--- src/rtl/sram_rr_arbiter.sv ---
// Two-master round-robin arbiter and sequencer in front of a single-port SRAM.
// Each granted access runs IDLE -> ISSUE (-> RESP for reads) -> IDLE, so only
// one access is ever in flight. All outputs come straight from flops.
// Read data is returned one cycle after the SRAM registers it.
// Addresses at or beyond DEPTH are granted but never reach the SRAM port.
module sram_rr_arbiter #(
    parameter int ADDR_W = 8,
    parameter int DATA_W = 32,
    parameter int DEPTH  = 8
) (
    input  logic              clk,
    input  logic              rst,

    input  logic              m0_req,
    input  logic              m0_we,
    input  logic [ADDR_W-1:0] m0_addr,
    input  logic [DATA_W-1:0] m0_wdata,
    output logic              m0_gnt,
    output logic              m0_rvalid,
    output logic [DATA_W-1:0] m0_rdata,

    input  logic              m1_req,
    input  logic              m1_we,
    input  logic [ADDR_W-1:0] m1_addr,
    input  logic [DATA_W-1:0] m1_wdata,
    output logic              m1_gnt,
    output logic              m1_rvalid,
    output logic [DATA_W-1:0] m1_rdata,

    output logic              sram_cs,
    output logic              sram_we,
    output logic [ADDR_W-1:0] sram_addr,
    output logic [DATA_W-1:0] sram_din,
    input  logic [DATA_W-1:0] sram_dout
);

    localparam logic [1:0] ST_IDLE  = 2'd0;
    localparam logic [1:0] ST_ISSUE = 2'd1;
    localparam logic [1:0] ST_RESP  = 2'd2;

    // One extra bit so that DEPTH == 2**ADDR_W still compares correctly.
    localparam logic [ADDR_W:0] DEPTH_EXT = (ADDR_W + 1)'(DEPTH);

    logic [1:0]        state_q,      state_d;
    logic              last_grant_q, last_grant_d;  // 0 = m0, 1 = m1
    logic              owner_q,      owner_d;
    logic              we_q,         we_d;
    logic              oor_q,        oor_d;         // latched address out of range
    logic              m0_gnt_q,     m0_gnt_d;
    logic              m1_gnt_q,     m1_gnt_d;
    logic              m0_rvalid_q,  m0_rvalid_d;
    logic              m1_rvalid_q,  m1_rvalid_d;
    logic [DATA_W-1:0] m0_rdata_q,   m0_rdata_d;
    logic [DATA_W-1:0] m1_rdata_q,   m1_rdata_d;
    logic              sram_cs_q,    sram_cs_d;
    logic              sram_we_q,    sram_we_d;
    logic [ADDR_W-1:0] sram_addr_q,  sram_addr_d;
    logic [DATA_W-1:0] sram_din_q,   sram_din_d;

    logic              pick_m1;
    logic              win_we;
    logic [ADDR_W-1:0] win_addr;
    logic [DATA_W-1:0] win_wdata;
    logic              win_in_range;
    logic [DATA_W-1:0] resp_data;

    // Winner selection: a lone requester always wins, on contention the master
    // that was not granted last time wins.
    always_comb begin
        pick_m1      = m1_req && (!m0_req || !last_grant_q);
        win_we       = pick_m1 ? m1_we    : m0_we;
        win_addr     = pick_m1 ? m1_addr  : m0_addr;
        win_wdata    = pick_m1 ? m1_wdata : m0_wdata;
        win_in_range = ({1'b0, win_addr} < DEPTH_EXT);
        resp_data    = oor_q ? '0 : sram_dout;
    end

    // Sequencer next-state: the SRAM strobe is launched together with the
    // grant so that it is visible during ISSUE.
    always_comb begin
        state_d      = state_q;
        last_grant_d = last_grant_q;
        owner_d      = owner_q;
        we_d         = we_q;
        oor_d        = oor_q;
        m0_gnt_d     = 1'b0;
        m1_gnt_d     = 1'b0;
        m0_rvalid_d  = 1'b0;
        m1_rvalid_d  = 1'b0;
        m0_rdata_d   = m0_rdata_q;
        m1_rdata_d   = m1_rdata_q;
        sram_cs_d    = 1'b0;
        sram_we_d    = 1'b0;
        sram_addr_d  = sram_addr_q;
        sram_din_d   = sram_din_q;

        case (state_q)
            ST_IDLE: begin
                if (m0_req || m1_req) begin
                    state_d      = ST_ISSUE;
                    owner_d      = pick_m1;
                    last_grant_d = pick_m1;
                    we_d         = win_we;
                    oor_d        = !win_in_range;
                    m0_gnt_d     = !pick_m1;
                    m1_gnt_d     = pick_m1;
                    // Out-of-range accesses leave the SRAM port untouched.
                    if (win_in_range) begin
                        sram_cs_d   = 1'b1;
                        sram_we_d   = win_we;
                        sram_addr_d = win_addr;
                        sram_din_d  = win_wdata;
                    end
                end
            end
            ST_ISSUE: begin
                state_d = we_q ? ST_IDLE : ST_RESP;
            end
            ST_RESP: begin
                // sram_dout now holds the word registered at the end of ISSUE.
                state_d = ST_IDLE;
                if (owner_q) begin
                    m1_rdata_d  = resp_data;
                    m1_rvalid_d = 1'b1;
                end else begin
                    m0_rdata_d  = resp_data;
                    m0_rvalid_d = 1'b1;
                end
            end
            default: begin
                state_d = ST_IDLE;
            end
        endcase
    end

    // State and output registers; reset aborts any in-flight access at once.
    always_ff @(posedge clk or posedge rst) begin
        if (rst) begin
            state_q      <= ST_IDLE;
            last_grant_q <= 1'b1;
            owner_q      <= 1'b0;
            we_q         <= 1'b0;
            oor_q        <= 1'b0;
            m0_gnt_q     <= 1'b0;
            m1_gnt_q     <= 1'b0;
            m0_rvalid_q  <= 1'b0;
            m1_rvalid_q  <= 1'b0;
            m0_rdata_q   <= '0;
            m1_rdata_q   <= '0;
            sram_cs_q    <= 1'b0;
            sram_we_q    <= 1'b0;
            sram_addr_q  <= '0;
            sram_din_q   <= '0;
        end else begin
            state_q      <= state_d;
            last_grant_q <= last_grant_d;
            owner_q      <= owner_d;
            we_q         <= we_d;
            oor_q        <= oor_d;
            m0_gnt_q     <= m0_gnt_d;
            m1_gnt_q     <= m1_gnt_d;
            m0_rvalid_q  <= m0_rvalid_d;
            m1_rvalid_q  <= m1_rvalid_d;
            m0_rdata_q   <= m0_rdata_d;
            m1_rdata_q   <= m1_rdata_d;
            sram_cs_q    <= sram_cs_d;
            sram_we_q    <= sram_we_d;
            sram_addr_q  <= sram_addr_d;
            sram_din_q   <= sram_din_d;
        end
    end

    assign m0_gnt    = m0_gnt_q;
    assign m1_gnt    = m1_gnt_q;
    assign m0_rvalid = m0_rvalid_q;
    assign m1_rvalid = m1_rvalid_q;
    assign m0_rdata  = m0_rdata_q;
    assign m1_rdata  = m1_rdata_q;
    assign sram_cs   = sram_cs_q;
    assign sram_we   = sram_we_q;
    assign sram_addr = sram_addr_q;
    assign sram_din  = sram_din_q;

endmodule

--- config.mk ---
export PLATFORM = sky130hd
export DESIGN_NAME = sram_rr_arbiter
export DESIGN_NICKNAME = d
export VERILOG_FILES = /design/src/rtl/sram_rr_arbiter.sv
export SDC_FILE = /design/constraint.sdc
export NUM_CORES = 1
export LEC_CHECK = 0
export CAP_MARGIN = 20
export CORE_MARGIN = 10
export CORE_UTILIZATION = 30
export CTS_BUF_LIST = sky130_fd_sc_hd__clkbuf_4
export DETAILED_ROUTE_END_ITERATION = 8
export GPL_TIMING_DRIVEN = 1
export HOLD_SLACK_MARGIN = 0.12
export SETUP_SLACK_MARGIN = 0.4
export SYNTH_ARGS = -nofsm -noshare
export SYNTH_HDL_FRONTEND = slang
export SYNTH_SLANG_ARGS = --single-unit
--- constraint.sdc ---
create_clock -name clk -period 4.54 [get_ports clk]
set_input_delay 0.681 -clock clk [delete_from_list [all_inputs] [get_ports clk]]
set_output_delay 0.681 -clock clk [all_outputs]
set_load 0.005 [all_outputs]
==> impl_results.md, run 1 <==
* Nets at 751
* Layout fillers at 1479
* TNS Setup at 0 ns
* Final setup violation count at 0
* Fin. max-slew vios at 0
* CP Max Fanout at 40
* GRT overflow at 0
* Worst setup EP type: flip-flop
* Post-synthesis sequential area ratio at 58.3%
* Register-to-Register Path Depth at 5
* Critical path's slowest cell: buf_4
* Wire per inst at 17.6 um
* Routability cong. at 0.755
* Critical path's largest stage delay at 0.59 ns
* Crit Reg-Reg Startpoint: last_grant_q
* Largest net degree at the start of global routing at 66
* Critical Path Source Type: input pin
* Max VDD drop at 0.000215 V
* WL final at 15200 um
* Die Area at 0.0221 sq mm
* CTS Buf Count at 17
* CTS tree: yes
* Final hold violation count at 0
* Mapped Nets at 524
* Antenna Nets Post-Route at 0
* Setup Buffers After CTS at 0
* DIE WIDTH at 149 um
* Min-delay src: we_q
* Max transition margin at 33.1%
* Status: completed
* Max Freq at 396 MHz
* FP Rows at 47
* Synth top cells by count: dfrtp_1 (115), nand2_1 (65), mux2_4 (35)
* Synth area leaders: dfrtp_1 (58%), mux2_4 (11%), mux2_2 (5.2%)
* CTS clk-pin slew, worst paths at 0.10 ns
* Area after DPL at 0.00745 sq mm
* Top FF cell, synth: dfrtp_1
* Hold path depth at 1
* Vias per cell at 4.36
* Area fraction of the dominant cell type after synthesis at 57.8%
* Delay-heaviest family, CP: buffers and inverters
* Top-Level Pins at 228
* Ys Warns at 0
* Stages on worst setup path at 6
* Crit path from: m1_req
* Htree depth at 4
* Drt pass-1 iters at 4
* Finished Cell Area at 0.00779 sq mm
* Ratio of final minimum period to clock period at 55.7%
* Resize count post-CTS at 0
* Vias at 3784
* Synth Register Bits at 116
* Post-Synthesis Cell Area at 0.00498 sq mm
* Share of post-route cells with drive strength above 1 at 16.4%
* RSZ-0062 raised after global routing: false
* Post-synth cell types at 30
* Yosys top cell by area: dfrtp_1
* Initial Utilization at 30.3%
* Top-count cell post-synth: dfrtp_1
* Syn Area/Cell at 12.3 sq um
* Core area at 0.0164 sq mm
* Synth Instances at 406
* DRC at 0
* P&R area growth vs syn at 56.5%
* Clock root buffer: clkbuf_4
* First-pass GRT wire length at 23800 um
* GRT Total Usage at 13.9%
* Post-synth EDFFs at 0
* CP arrival at 2.93 ns
* Port-buffer cells at 227
* Setup Crit Path Kind: in2reg
* Die H at 149 um
* Asr flop ratio synth at 100%
* Sink Count at 116
* Crit path cell chain: clkdlybuf4s50_1 -> a21boi_4 -> nor4_4 -> a22oi_4 -> buf_4 -> mux2_4
* DP HPWL at 11500 um
* Worst slew pin tran at 1.00 ns
* Final min period at 2.53 ns
* Worst Skew at 0.0198 ns
* Vias in the first global route at 4088
* Path type of the worst min-delay path: reg2reg
* Hold_buf cts at 0
* Bufs on Longest Clock Path at 2
* CP required at 4.94 ns
* Max-Cap Viols at 0
* Iteration-0 DRC Markers at 136
* Initial antenna violation count at 1
* Skew-Pair Late Insertion Delay at 0.53 ns
* Pleak at 3.39 nW
* Crit path buf inv count at 2
* PD cells at 508 mW/mm^2
-- stage by stage --
step	utilization (%)	power, W	setup WS, ns	cells	hold slack (ns)
floorplan	-	0.00217	0.788	406	0.407
global placement	45.4	0.00312	1.50	834	0.420
detailed placement	45.4	0.00316	1.46	834	0.439
CTS	47.5	0.00403	2.06	866	0.454
global route	47.5	0.00423	1.94	867	0.468
finish	47.5	0.00396	2.01	867	0.440
-- sequential cells by signal (all words and copies together), names as in the netlist --
signal        cells
we_q              1
m0_gnt            1
sram_din         32
state_q           2
m0_rvalid         1
oor_q             1
sram_addr         8
sram_we           1
sram_cs           1
m0_rdata         32
m1_rdata         32
m1_rvalid         1
last_grant_q      1
owner_q           1
m1_gnt            1
-- layer usage --
| layer | share of wire [%] | routed length, um | global-route usage [%] |
|---|---|---|---|
| met5 | 0 | 0 | 0 |
| met2 | 50 | 7680 | 22.8 |
| met1 | 40 | 6140 | 15.9 |
| met3 | 7.2 | 1100 | 5.16 |
| met4 | 2.0 | 299 | 5.94 |
-- placed cells by master, fill, tap and decap left out, types with 5 or more instances in the layout --
| cell type | synthesis | routed |
|---|---|---|
| nand2b_1 | 32 | 32 |
| mux2_2 | 23 | 23 |
| and2_1 | 5 | 5 |
| dfrtp_1 | 115 | 115 |
| clkbuf_4 | 0 | 17 |
| o21ai_1 | 34 | 34 |
| mux2_1 | 13 | 13 |
| nand2_1 | 65 | 65 |
| mux2_4 | 35 | 35 |
| buf_4 | 0 | 6 |
| o21ai_0 | 32 | 32 |
| clkdlybuf4s50_1 | 0 | 227 |
-- area by class of cell --
type | count | area, sq um | share of cell area [%]
inverter | 4 | 17.5 | 0.225
tap | 220 | 275 | 3.53
antenna | 1 | 2.50 | 0.0321
clock inverter | 15 | 205 | 2.63
clock buffer | 17 | 128 | 1.64
multi-input combinational | 261 | 1940 | 24.9
timing repair buffer | 233 | 2320 | 29.8
sequential | 116 | 2900 | 37.3
-- worst paths after layout --
path | end | slack (ns)
worst max-delay path | sram_din[4] | 2.01
worst min-delay path | state_q[1] | 0.44
worst max register to register | sram_din[4] | 2.32
worst min register to register | state_q[1] | 0.44
max in group asynchronous | last_grant_q | 3.00
min in group asynchronous | m0_rdata[28] | 0.62
-- cells by family (layout without fill, tap and decap cells) --
family,after synthesis,after routing,share of synthesized area [%]
other,0,1,0
AND/OR/NAND/NOR,117,117,12.1
AO/OA/AOI/OAI,72,72,7.79
flip-flops,116,116,58.3
buffers and inverters,29,269,2.84
multiplexers,72,72,18.9
-- where the power goes --
group / internal [W] / switching (W) / leakage (nW)
logic: 0.000953 / 0.000547 / 1.68
registers: 0.00139 / 0.000212 / 1.54
clock network: 0.000441 / 0.000417 / 0.169
No activity file was read; power rests on OpenSTA's default activity.
==> run 2, diff against run 1 <==
==> constraint.sdc (replaced) <==
create_clock -name clk -period 2.3 [get_ports clk]
set_input_delay 0.345 -clock clk [delete_from_list [all_inputs] [get_ports clk]]
set_output_delay 0.345 -clock clk [all_outputs]
set_load 0.005 [all_outputs]
==> run 2 against run 1 <==
Net effect:
- design area up 0.24%
- critical path depth is 1 lower
- sequential share of layout area down 0.090 points
- die area is the same
- count of clock-buffer cells in the layout is 2 higher
- first-iteration DRC count rose by 9.6%
- largest cell class unchanged
==> impl_results.md, run 2 (synthesis gave the netlist of run 1 again) <==
* Initial Utilization at 30.3% (unchanged)
* P&R area growth vs syn at 56.9%
* Top-Level Pins at 228 (unchanged)
* Worst slew pin tran at 0.688 ns (-0.315 ns)
* Multi-input logic area at 0.00194 sq mm (unchanged)
* Max transition margin at 54.1% (+21 points)
* Die H at 149 um (unchanged)
* Critical path's largest stage delay at 0.56 ns (-0.03 ns)
* CTS clk-pin slew, worst paths at 0.09 ns (about the same)
* Worst setup EP type: flip-flop
* Antenna Nets Post-Route at 0 (unchanged)
* Ratio of final minimum period to clock period at 78.6%
* Max-Cap Viols at 0 (unchanged)
* Share of post-route cells with drive strength above 1 at 16.4% (+0.028 points)
* Final min period at 1.81 ns
* Crit path buf inv count at 1 (-1)
* Nets at 760 (+1.2%)
* Most frequent cells in the layout: clkdlybuf4s50_1 (227), dfrtp_1 (115), nand2_1 (65)
* DIE WIDTH at 149 um (unchanged)
* Port-buffer cells at 227 (unchanged)
* Initial antenna violation count at 1 (unchanged)
* Pleak at 3.42 nW (+0.77%)
* Critical Path Source Type: flip-flop
* DRC at 0 (unchanged)
* CP arrival at 2.18 ns (-0.75 ns)
* GRT overflow at 0 (unchanged)
* FP Rows at 47 (unchanged)
* Path type of the worst min-delay path: in2async
* Htree depth at 4 (unchanged)
* Final hold violation count at 0 (unchanged)
* Vias per cell at 4.41 (+1.1%)
* Setup Crit Path Kind: reg2reg
* GRT Total Usage at 13.8% (-0.058 points)
* Sink Count at 116 (unchanged)
* Most common cell after layout, fill and taps aside: clkdlybuf4s50_1
* Setup Buffers After CTS at 0 (unchanged)
* CP required at 2.67 ns (-2.27 ns)
* Critical path's slowest cell: dfstp_2
* Die Area at 0.0221 sq mm (unchanged)
* Resize count post-CTS at 0 (unchanged)
* Largest net degree at the start of global routing at 66 (unchanged)
* CTS tree: yes
* Crit path cell chain: a21boi_4 -> and3b_1 -> a22oi_4 -> buf_12 -> mux2_4
* DP HPWL at 12000 um (+4.1%)
* Core Util, Final at 47.6% (+0.11 points)
* Final setup violation count at 0 (unchanged)
* Core area at 0.0164 sq mm (unchanged)
* Clock root buffer: clkbuf_4
* RSZ-0062 raised after global routing: false
* TNS Setup at 0 ns (unchanged)
* Worst Skew at 0.0170 ns (-0.00279 ns)
* CP Max Fanout at 20 (-50%)
* Status: completed
* Drt pass-1 iters at 5 (+1)
* Delay-heaviest family, CP: flip-flops
* Bufs on Longest Clock Path at 2 (unchanged)
* PD cells at 974 mW/mm^2 (+92%)
* Iteration-0 DRC Markers at 149 (+9.6%)
* Hold_buf cts at 0 (unchanged)
* Layout fillers at 1496 (+1.1%)
* Final total power at 0.00761 W (+92%)
* Vias at 3849 (+1.7%)
* First-pass GRT wire length at 23800 um (about the same)
* Fin. max-slew vios at 0 (unchanged)
* Skew-Pair Late Insertion Delay at 0.50 ns (-0.03 ns)
* WL final at 15400 um (+1.1%)
* Register area at 0.00290 sq mm (unchanged)
* Wire per inst at 17.7 um (+0.56%)
* Max VDD drop at 0.000433 V (+100%)
* Max Freq at 553 MHz
* Routability cong. at 0.735 (-2.7%)
* CTS Buf Count at 17 (unchanged)
* Vias in the first global route at 4121 (+0.81%)
==> run 2: cell types whose count changed in the layout (fill, tap and decap cells not counted) <==
cell | before | now
clkinv_4 | 4 | 0
inv_4 | 1 | 0
clkinvlp_4 | 3 | 1
clkbuf_4 | 17 | 19
buf_12 | 0 | 2
bufinv_16 | 4 | 3
buf_4 | 6 | 13
clkinv_1 | 0 | 4
inv_6 | 2 | 0
==> run 2: layout make-up <==
cell class	instances	area share [%]
clock buffers	19	1.83
multi-input cells	261	24.8
inverters	4	0.240
flip-flops and latches	116	37.2
clock inverters	9	1.47
repair buffers	242	30.9
well taps	220	3.53
diodes	1	0.0321
==> run 2: power breakdown <==
group	leakage, nW	switching, W	internal, W
Sequential	1.54	0.000398	0.00274
Combinational	1.73	0.00112	0.00191
Clock	0.144	0.000696	0.000738
==> run 2: stage by stage <==
step                setup WS (ns)  area [sq um]  instances  hold slack, ns
floorplan                   0.542          4980        406           0.407
global placement            0.111          7550        843           0.415
detailed placement         0.0514          7550        843           0.426
CTS                         0.475          7800        871           0.252
global route                0.438          7810        872           0.293
finish                      0.493          7810        872           0.307
==> run 2: worst min-delay path, cell delays in order <==
cell             delay [ns]
clkdlybuf4s50_1        0.44
clkinvlp_4             0.09
buf_4                  0.32
==> run 2: per-layer routing <==
metal	vias up	share of wire [%]	global-route usage [%]	routed length, um
li1	1855	-	-	-
met1	1858	39	15.6	6030
met2	123	53	23.9	8120
met3	13	7.0	4.88	1070
met4	0	1.1	4.27	175
met5	-	0	0	0
==> run 2: path summary, 6_finish.rpt <==
check                         startpoint           end  slack (ns)  cells after the start
min in group clk           sram_dout[17]  m0_rdata[17]        0.42                      3
hold / removal                       rst    state_q[1]        0.31                      3
hold reg to reg                     we_q    state_q[1]        0.43                      1
max in group asynchronous            rst  m0_rdata[28]        1.40                      3
setup reg to reg            last_grant_q   sram_din[1]        0.49                      5
setup / recovery            last_grant_q   sram_din[1]        0.49                      5
==> run 3, diff against run 2 <==
==> constraint.sdc (replaced) <==
create_clock -name clk -period 1.6 [get_ports clk]
set_input_delay 0.24 -clock clk [delete_from_list [all_inputs] [get_ports clk]]
set_output_delay 0.24 -clock clk [all_outputs]
set_load 0.005 [all_outputs]
==> run 3 against run 2 <==
Net effect:
- the flow now finishes with violations (negative setup slack)
- sequential share of layout area shrank 6.4 points
- die area did not move
- combinational power rose by 130%
- utilization rose by 9.9 points
- non-clock buffer count up 126
- cell count is 15% higher
- routed wire length up 26%
- design area increased by 21%
- critical path depth is the same
- setup slack got worse by 0.65 ns
- flip-flop and latch count unchanged
- clock skew grew 0.0048 ns
- largest power group is now combinational cells
==> impl_results.md, run 3 (synthesis gave the netlist of run 1 again) <==
* First-pass GRT wire length at 28300 um (+19%)
* Max transition margin at 73.8% (+20 points)
* Worst Skew at 0.0218 ns (+0.00477 ns)
* Register-to-Register Path Depth at 5 (unchanged)
* Most common cell after layout, fill and taps aside: clkdlybuf4s50_1
* Sink Count at 116 (unchanged)
* DP HPWL at 11200 um (-6.4%)
* Worst R2R Setup Slack at -0.16 ns (-0.65 ns)
* Final hold violation count at 0 (unchanged)
* RSZ-0062 raised after global routing: true
* Nets at 886 (+17%)
* Worst flop-to-flop path endpoint: sram_din[18]
* PD cells at 1490 mW/mm^2 (+53%)
* Wire per inst at 19.3 um (+9.2%)
* Antenna Nets Post-Route at 0 (unchanged)
* Clock root buffer: clkbuf_4
* FP Rows at 47 (unchanged)
* Layout fillers at 1344 (-10%)
* GRT overflow at 0 (unchanged)
* Setup Crit Path Kind: reg2reg
* Final min period at 1.76 ns (-0.0472 ns)
* Worst slew pin tran at 0.393 ns (-0.295 ns)
* Bufs on Longest Clock Path at 2 (unchanged)
* Share of post-route cells with drive strength above 1 at 58.8% (+42 points)
* Routability cong. at 0.746 (+1.5%)
* Top-Level Pins at 228 (unchanged)
* Iteration-0 DRC Markers at 160 (+7.4%)
* CTS tree: yes
* Path type of the worst min-delay path: in2reg
* Vias per cell at 4.53 (+2.6%)
* CTS Buf Count at 17 (unchanged)
* Status: finished, violations left
* GRT Total Usage at 16.6% (+2.8 points)
* Initial Utilization at 30.3% (unchanged)
* DIE WIDTH at 149 um (unchanged)
* CP arrival at 2.17 ns (about the same)
* CTS clk-pin slew, worst paths at 0.10 ns (about the same)
* WL final at 19300 um (+26%)
* Max Freq at 568 MHz (+2.7%)
* Hold path depth at 3
* Hold Crit Endpoint: m1_rdata[18]
* Setup WS pre-CTS at -0.505 ns (-0.557 ns)
* Failing checks: negative setup slack
* Critical Path Source Type: flip-flop
* Fin. max-slew vios at 0 (unchanged)
* CP required at 2.01 ns (-0.66 ns)
* CP Max Fanout at 25 (+25%)
* Skew-Pair Late Insertion Delay at 0.53 ns (+0.03 ns)
* Crit Reg-Reg Startpoint: last_grant_q
* Drt pass-1 iters at 4 (-1)
* Pleak at 4.67 nW (+37%)
* Largest net degree at the start of global routing at 72 (+9.1%)
* Vias in the first global route at 4855 (+18%)
* Max-Cap Viols at 0 (unchanged)
* P&R area growth vs syn at 89.6%
* Core area at 0.0164 sq mm (unchanged)
* Vias at 4541 (+18%)
* Die H at 149 um (unchanged)
* Final setup violation count at 43 (+43)
* WHS at 0.309 ns (+0.00238 ns)
* DRC at 0 (unchanged)
* Most frequent cells in the layout: clkdlybuf4s50_1 (117), dfrtp_1 (113), buf_2 (102)
* Port-buffer cells at 227 (unchanged)
* TNS Setup at -5.12 ns (-5.12 ns)
* Ratio of final minimum period to clock period at 110% (+31 points)
* Initial antenna violation count at 1 (unchanged)
* Min-delay src: sram_dout[18]
* Max VDD drop at 0.000540 V (+25%)
* Htree depth at 4 (unchanged)
* Die Area at 0.0221 sq mm (unchanged)
* Worst setup EP type: flip-flop
* Setup ws final at -0.160 ns (-0.653 ns)
[run 3: cell count changes in the layout (fill, tap and decap cells not counted), moves of 15 or more]
| cell | change |
|---|---|
| clkdlybuf4s50_1 | -110 |
| buf_2 | +102 |
| buf_4 | +82 |
| nand2_1 | -56 |
| o21ai_2 | +45 |
| nand2_4 | +40 |
| o21ai_0 | -32 |
| buf_6 | +21 |
| nand2_2 | +16 |
| o21ai_1 | -15 |
[run 3: worst max-delay path, cell delays in order (launching register included)]
cell and delay (ns):
dfstp_2 0.57, a21boi_4 0.08, and3b_2 0.24, a22oi_4 0.17, buf_12 0.24, mux2_4 0.32
[run 3: final cells by class]
class / instances / area (sq um) / share of cell area, %
antenna: 2 / 5.00 / 0.0530
sequential: 116 / 2910 / 30.8
clock buffer: 18 / 135 / 1.43
inverter: 4 / 23.8 / 0.252
timing repair buffer: 368 / 3390 / 35.9
clock inverter: 14 / 190 / 2.02
multi-input combinational: 261 / 2510 / 26.6
tap: 220 / 275 / 2.92
[run 3: power breakdown]
| group | leakage [nW] | switching (W) | internal [W] |
|---|---|---|---|
| clock | 0.171 | 0.00110 | 0.00138 |
| sequential | 1.54 | 0.000635 | 0.00395 |
| combinational | 2.96 | 0.00283 | 0.00417 |
| total | 4.67 | 0.00456 | 0.00949 |
[run 3: repair_timing]
action,in CTS,in global routing
hold buffers,1,0
gates cloned,14,3
endpoints found under the hold margin,9,0
pin swaps,15,37
setup endpoints to repair,222,224
gates resized for setup,564,114
buffers inserted,58,45
[run 3: stage by stage]
stage | cells | cell area, sq um | utilization (%) | total power, W
3_3_place_gp | 848 | 7640 | 46.6 | 0.00909
6_report | 1003 | 9440 | 57.5 | 0.0141
5_1_grt | 1003 | 9440 | 57.5 | 0.0149
4_1_cts | 953 | 8610 | 52.5 | 0.0128
2_1_floorplan | 406 | 5060 | - | 0.00629
3_5_place_dp | 848 | 7640 | 46.6 | 0.00917
[run 3: worst max-delay path by stage]
| stage | startpoint | to | slack, ns | cells after the start |
|---|---|---|---|---|
| after detailed placement | m0_addr[3] | sram_din[9] | -0.51 | 6 |
| after CTS | last_grant_q | sram_din[18] | -0.15 | 5 |
| after floorplan | rst | m0_gnt | -0.05 | 1 |
| after global placement | m0_addr[3] | sram_din[31] | -0.48 | 6 |
| final | last_grant_q | sram_din[18] | -0.16 | 5 |
| after global routing | last_grant_q | sram_addr[0] | -0.20 | 5 |
[run 3: routing by layer]
| metal | vias to the layer above | global-route usage, % | wire length (um) |
|---|---|---|---|
| met5 | - | 0 | 0 |
| met4 | 0 | 5.00 | 233 |
| met3 | 18 | 7.55 | 1920 |
| met2 | 196 | 26.9 | 9620 |
| met1 | 2207 | 19.2 | 7550 |
| li1 | 2120 | - | - |
==> variant 1: new RTL, config.mk and constraints of run 3 <==
`m0_rdata_q` no longer has a reset.
--- a/src/rtl/sram_rr_arbiter.sv
+++ b/src/rtl/sram_rr_arbiter.sv
@@ -146,5 +146,4 @@
             m0_rvalid_q  <= 1'b0;
             m1_rvalid_q  <= 1'b0;
-            m0_rdata_q   <= '0;
             m1_rdata_q   <= '0;
             sram_cs_q    <= 1'b0;
@@ -162,5 +161,4 @@
             m0_rvalid_q  <= m0_rvalid_d;
             m1_rvalid_q  <= m1_rvalid_d;
-            m0_rdata_q   <= m0_rdata_d;
             m1_rdata_q   <= m1_rdata_d;
             sram_cs_q    <= sram_cs_d;
@@ -169,4 +167,8 @@
             sram_din_q   <= sram_din_d;
         end
+    end
+
+    always_ff @(posedge clk) begin
+        m0_rdata_q <= m0_rdata_d;
     end
 
Behaviour: differs if rst is asserted again (counterexample within 4 cycles, from zero or initial values and one cycle with rst high); with rst held inactive, the same outputs for 4 cycles.
==> variant 1 against run 3 <==
The run still ends with negative setup slack left. Sequential cell count unchanged. Wire length decreased by 19%. Critical path depth increased by 1. Worst setup slack got worse by 25 ps. Maximum frequency decreased by 1.4%. Clock skew decreased by 2.1 ps. Area after synthesis decreased by 1.1%. Clock power decreased by 20%. Design area decreased by 13%. Total power decreased by 16%. Critical path type unchanged. Critical endpoint is now sram_din[22]. Highest routed layer unchanged.
==> variant 1: results (changes against run 3) <==
Max-slew headroom=74.7% (+0.94 points); area post-placement=7610 µm² (-0.34%); vias per cell=4.32 (-4.5%); Post-synth EDFFs=32 (+32); CP max FO=10 (-60%); via count=3643 (-20%); PnR Total Power=11.8 mW (-16%); commonest cells in the netlist=83 x dfrtp_1, 69 x mux2_2, 34 x mux2_4; Reg2Reg Capture Point=sram_din[22]; Synth Area in Adders=0% (unchanged); placed wire-length estimate=10.8 mm (-4.0%); failing checks=negative setup slack; max-cap violations=0 (unchanged); routability cong.=0.732 (-1.8%); final wirelength=15.7 mm (-19%); Syn Area/Cell=16.5 µm² (+35%); share of layout cells above drive strength 1=55.1% (-3.7 points); WHS Endpoint=sram_we; placed insts=747 (-12%); clock share of power=16.8% (-0.9 points); GRT Util Overall=13.6% (-2.9 points); leak pwr=4.05 nW (-13%); mux contribution to synthesized area=26.4% (+7.4 points); seq pwr=4.68 mW (+2%); VDD IR max=0.540 mV (about the same); Synth Area in Compound Gates=1.52% (-6.3 points); DR iter-0 viols=78 (-51%); largest net degree at the start of global routing=58 (-19%); vias in the first global route=3939 (-19%); Seq/Total Area, Yosys=62.2% (+3.9 points); global-route wire length before repair=23.3 mm (-18%); Worst R2R Path Depth=6 (+1); post-cts resize count=486 (-14%); internal power=8.18 mW (-14%); worst endpoint data arrival time=2170 ps (about the same); Final WS setup=-185 ps (-24.9 ps); outcome=finished with violations; Hold Crit Start=m1_we; hold_ws=351 ps (+41.8 ps); final-stage net count=731 (-17%); postcts setup bufs=23 (-60%); worst slack, placed=-536 ps (-30.5 ps); Clock Skew=19.7 ps (-2.11 ps); ys async rst share=72.4% (-28 points); Yosys cell types=28 (-6.7%); final setup violation count=40 (-7.0%); die area=21900 µm² (-0.94%); final setup TNS=-6190 ps (-1080 ps); later-pin clock latency in the skew report=510 ps (-20 ps); largest cells by area after synthesis=dfrtp_1 42%, edfxtp_1 20%, mux2_2 16%; post-synth net total=416 (-21%)
[variant 1: cell count changes after synthesis, sizes merged]
cell | before | now
a21oi | 2 | 1
nor3b | 1 | 2
nand2 | 65 | 2
mux2 | 71 | 103
edfxtp | 0 | 32
or3b | 1 | 0
nand2b | 32 | 0
nor2 | 5 | 4
nor2b | 0 | 32
o21ai | 66 | 3
clkbuf | 18 | 5
dfrtp | 115 | 83
buf | 7 | 9
nor3 | 1 | 0
[variant 1: routing by layer]
metal	share of wire, %	global-route usage [%]	vias to the layer above
li1	-	-	1703
met1	41	16.1	1759
met2	49	21.8	174
met3	9.9	6.80	7
met4	0.61	3.27	0
met5	0	0	-
[variant 1: area by class of cell]
cell class / count / area, µm²
fillers: 1437 / 7780
flip-flops and latches: 116 / 3070
repair buffers: 310 / 2710
multi-input cells: 164 / 1890
well taps: 216 / 270
clock inverters: 15 / 136
clock buffers: 17 / 128
inverters: 4 / 23.8
diodes: 1 / 2.50
==> variant 2: new RTL, flow settings as in run 3 <==
Without the edit above. `DATA_W`: 32 -> 24.
--- a/src/rtl/sram_rr_arbiter.sv
+++ b/src/rtl/sram_rr_arbiter.sv
@@ -6,5 +6,5 @@
 module sram_rr_arbiter #(
     parameter int ADDR_W = 8,
-    parameter int DATA_W = 32,
+    parameter int DATA_W = 24,
     parameter int DEPTH  = 8
 ) (
Ports: changed (6 resized); port bits go from 228 to 180. The function was not compared with the original's and may differ.
==> variant 2 against run 3 <==
The run still ends with negative setup slack left. Sequential cell count decreased by 24. Combinational power decreased by 25%. Critical endpoint is now sram_din[15]. Design area shrank 22%. Largest cell class unchanged. Clock skew decreased by 8.7 ps. Area after synthesis down 21%. Final cell count fell by 23%. Wire length down 25%. Worst setup slack worse by 13 ps. Worst hold slack improved by 53 ps. Synthesized cell count down 21%. Count of clock-buffer cells in the layout decreased by 9. Total power fell by 26%.
==> variant 2: results (changes against run 3) <==
outcome=finished with violations; failing checks=negative setup slack; Slew @ Worst Pin=458 ps (+65.5 ps); fraction of area in registers=31.4% (+0.56 points); met2 wire len=7.84 mm (-19%); kind of cell adding the most delay to the critical path=flip-flops; routability cong.=0.710 (-4.8%); vias in the first global route=3713 (-24%); Clock Skew=13.1 ps (-8.66 ps); synthesized flop and latch total=92 (-21%); Seq/Total Area, Yosys=58.4% (+0.099 points); GR Layer Usage met3=5.71% (-1.8 points); sequential power share=34.7% (+2.1 points); # diodes=1 (-1); final wirelength=14.5 mm (-25%); vias per cell=4.50 (-0.65%); clock slew at reported path FFs=140 ps (+40 ps); Signal buffers=279 (-24%); IO Port Bufs=179 (-21%); clock share of power=15.3% (-2.4 points); Filler cells=1088 (-19%); multi-input gates=205 (-21%); Net Sw Power=3.42 mW (-25%); worst slack, placed=-509 ps (-3.80 ps); met3 WL=863 µm (-55%); final setup TNS=-5470 ps (-351 ps); met2 Track Usage GR=27.5% (+0.54 points); final-stage net count=685 (-23%); final setup violation count=53 (+23%); grt met1 use=17.2% (-2.1 points); Final WS setup=-173 ps (-13.5 ps); post-synth net total=413 (-21%); global-route wire length before repair=21.7 mm (-24%); largest net degree at the start of global routing=47 (-35%); ys async rst share=100% (unchanged); GRT Util Overall=15.5% (-1.0 points); area post-placement=6080 µm² (-20%); root buffer cell=clkbuf_4; DR iter-0 viols=103 (-36%); Signal buf overhead=35.8% (-0.14 points); later-pin clock latency in the skew report=460 ps (-70 ps); Yosys cell types=29 (-3.3%); largest cells by area after synthesis=dfrtp_1 58%, mux2_4 9.5%, mux2_2 8.6%; commonest cells in the netlist=91 x dfrtp_1, 49 x nand2_1, 49 x o21ai_0; Register Area=2300 µm² (-21%); Worst R2R Path Depth=6 (+1); share of layout cells above drive strength 1=60.4% (+1.6 points); H-tree depth reported by CTS=3 (-1); synthesized area=3940 µm² (-21%)
[variant 2: what timing repair did]
item | 4_1_cts | 5_1_grt
gates cloned | 15 | 1
setup buffers | 36 | 30
endpoints found under the setup margin | 173 | 175
pin swaps | 52 | 23
gates resized for setup | 504 | 54
hold endpoints to repair | 6 | 0
hold buffers | 1 | 0
[variant 2: final timing paths]
| path | start | endpoint | slack, ps |
|---|---|---|---|
| max | last_grant_q | sram_din[15] | -170 |
| min | sram_dout[2] | m0_rdata[2] | 360 |
| max reg2reg | last_grant_q | sram_din[15] | -170 |
| min reg2reg | we_q | state_q[1] | 440 |
| max in group asynchronous | rst | last_grant_q | 480 |
| min in group asynchronous | rst | sram_din[5] | 590 |
[variant 2: cells by family after synthesis]
| group | count (synthesis) | synth area share [%] |
|---|---|---|
| buf+inv | 22 | 2.70 |
| flops | 92 | 58.4 |
| mux | 56 | 18.3 |
| simple gates | 93 | 12.5 |
| compound gates | 56 | 8.00 |
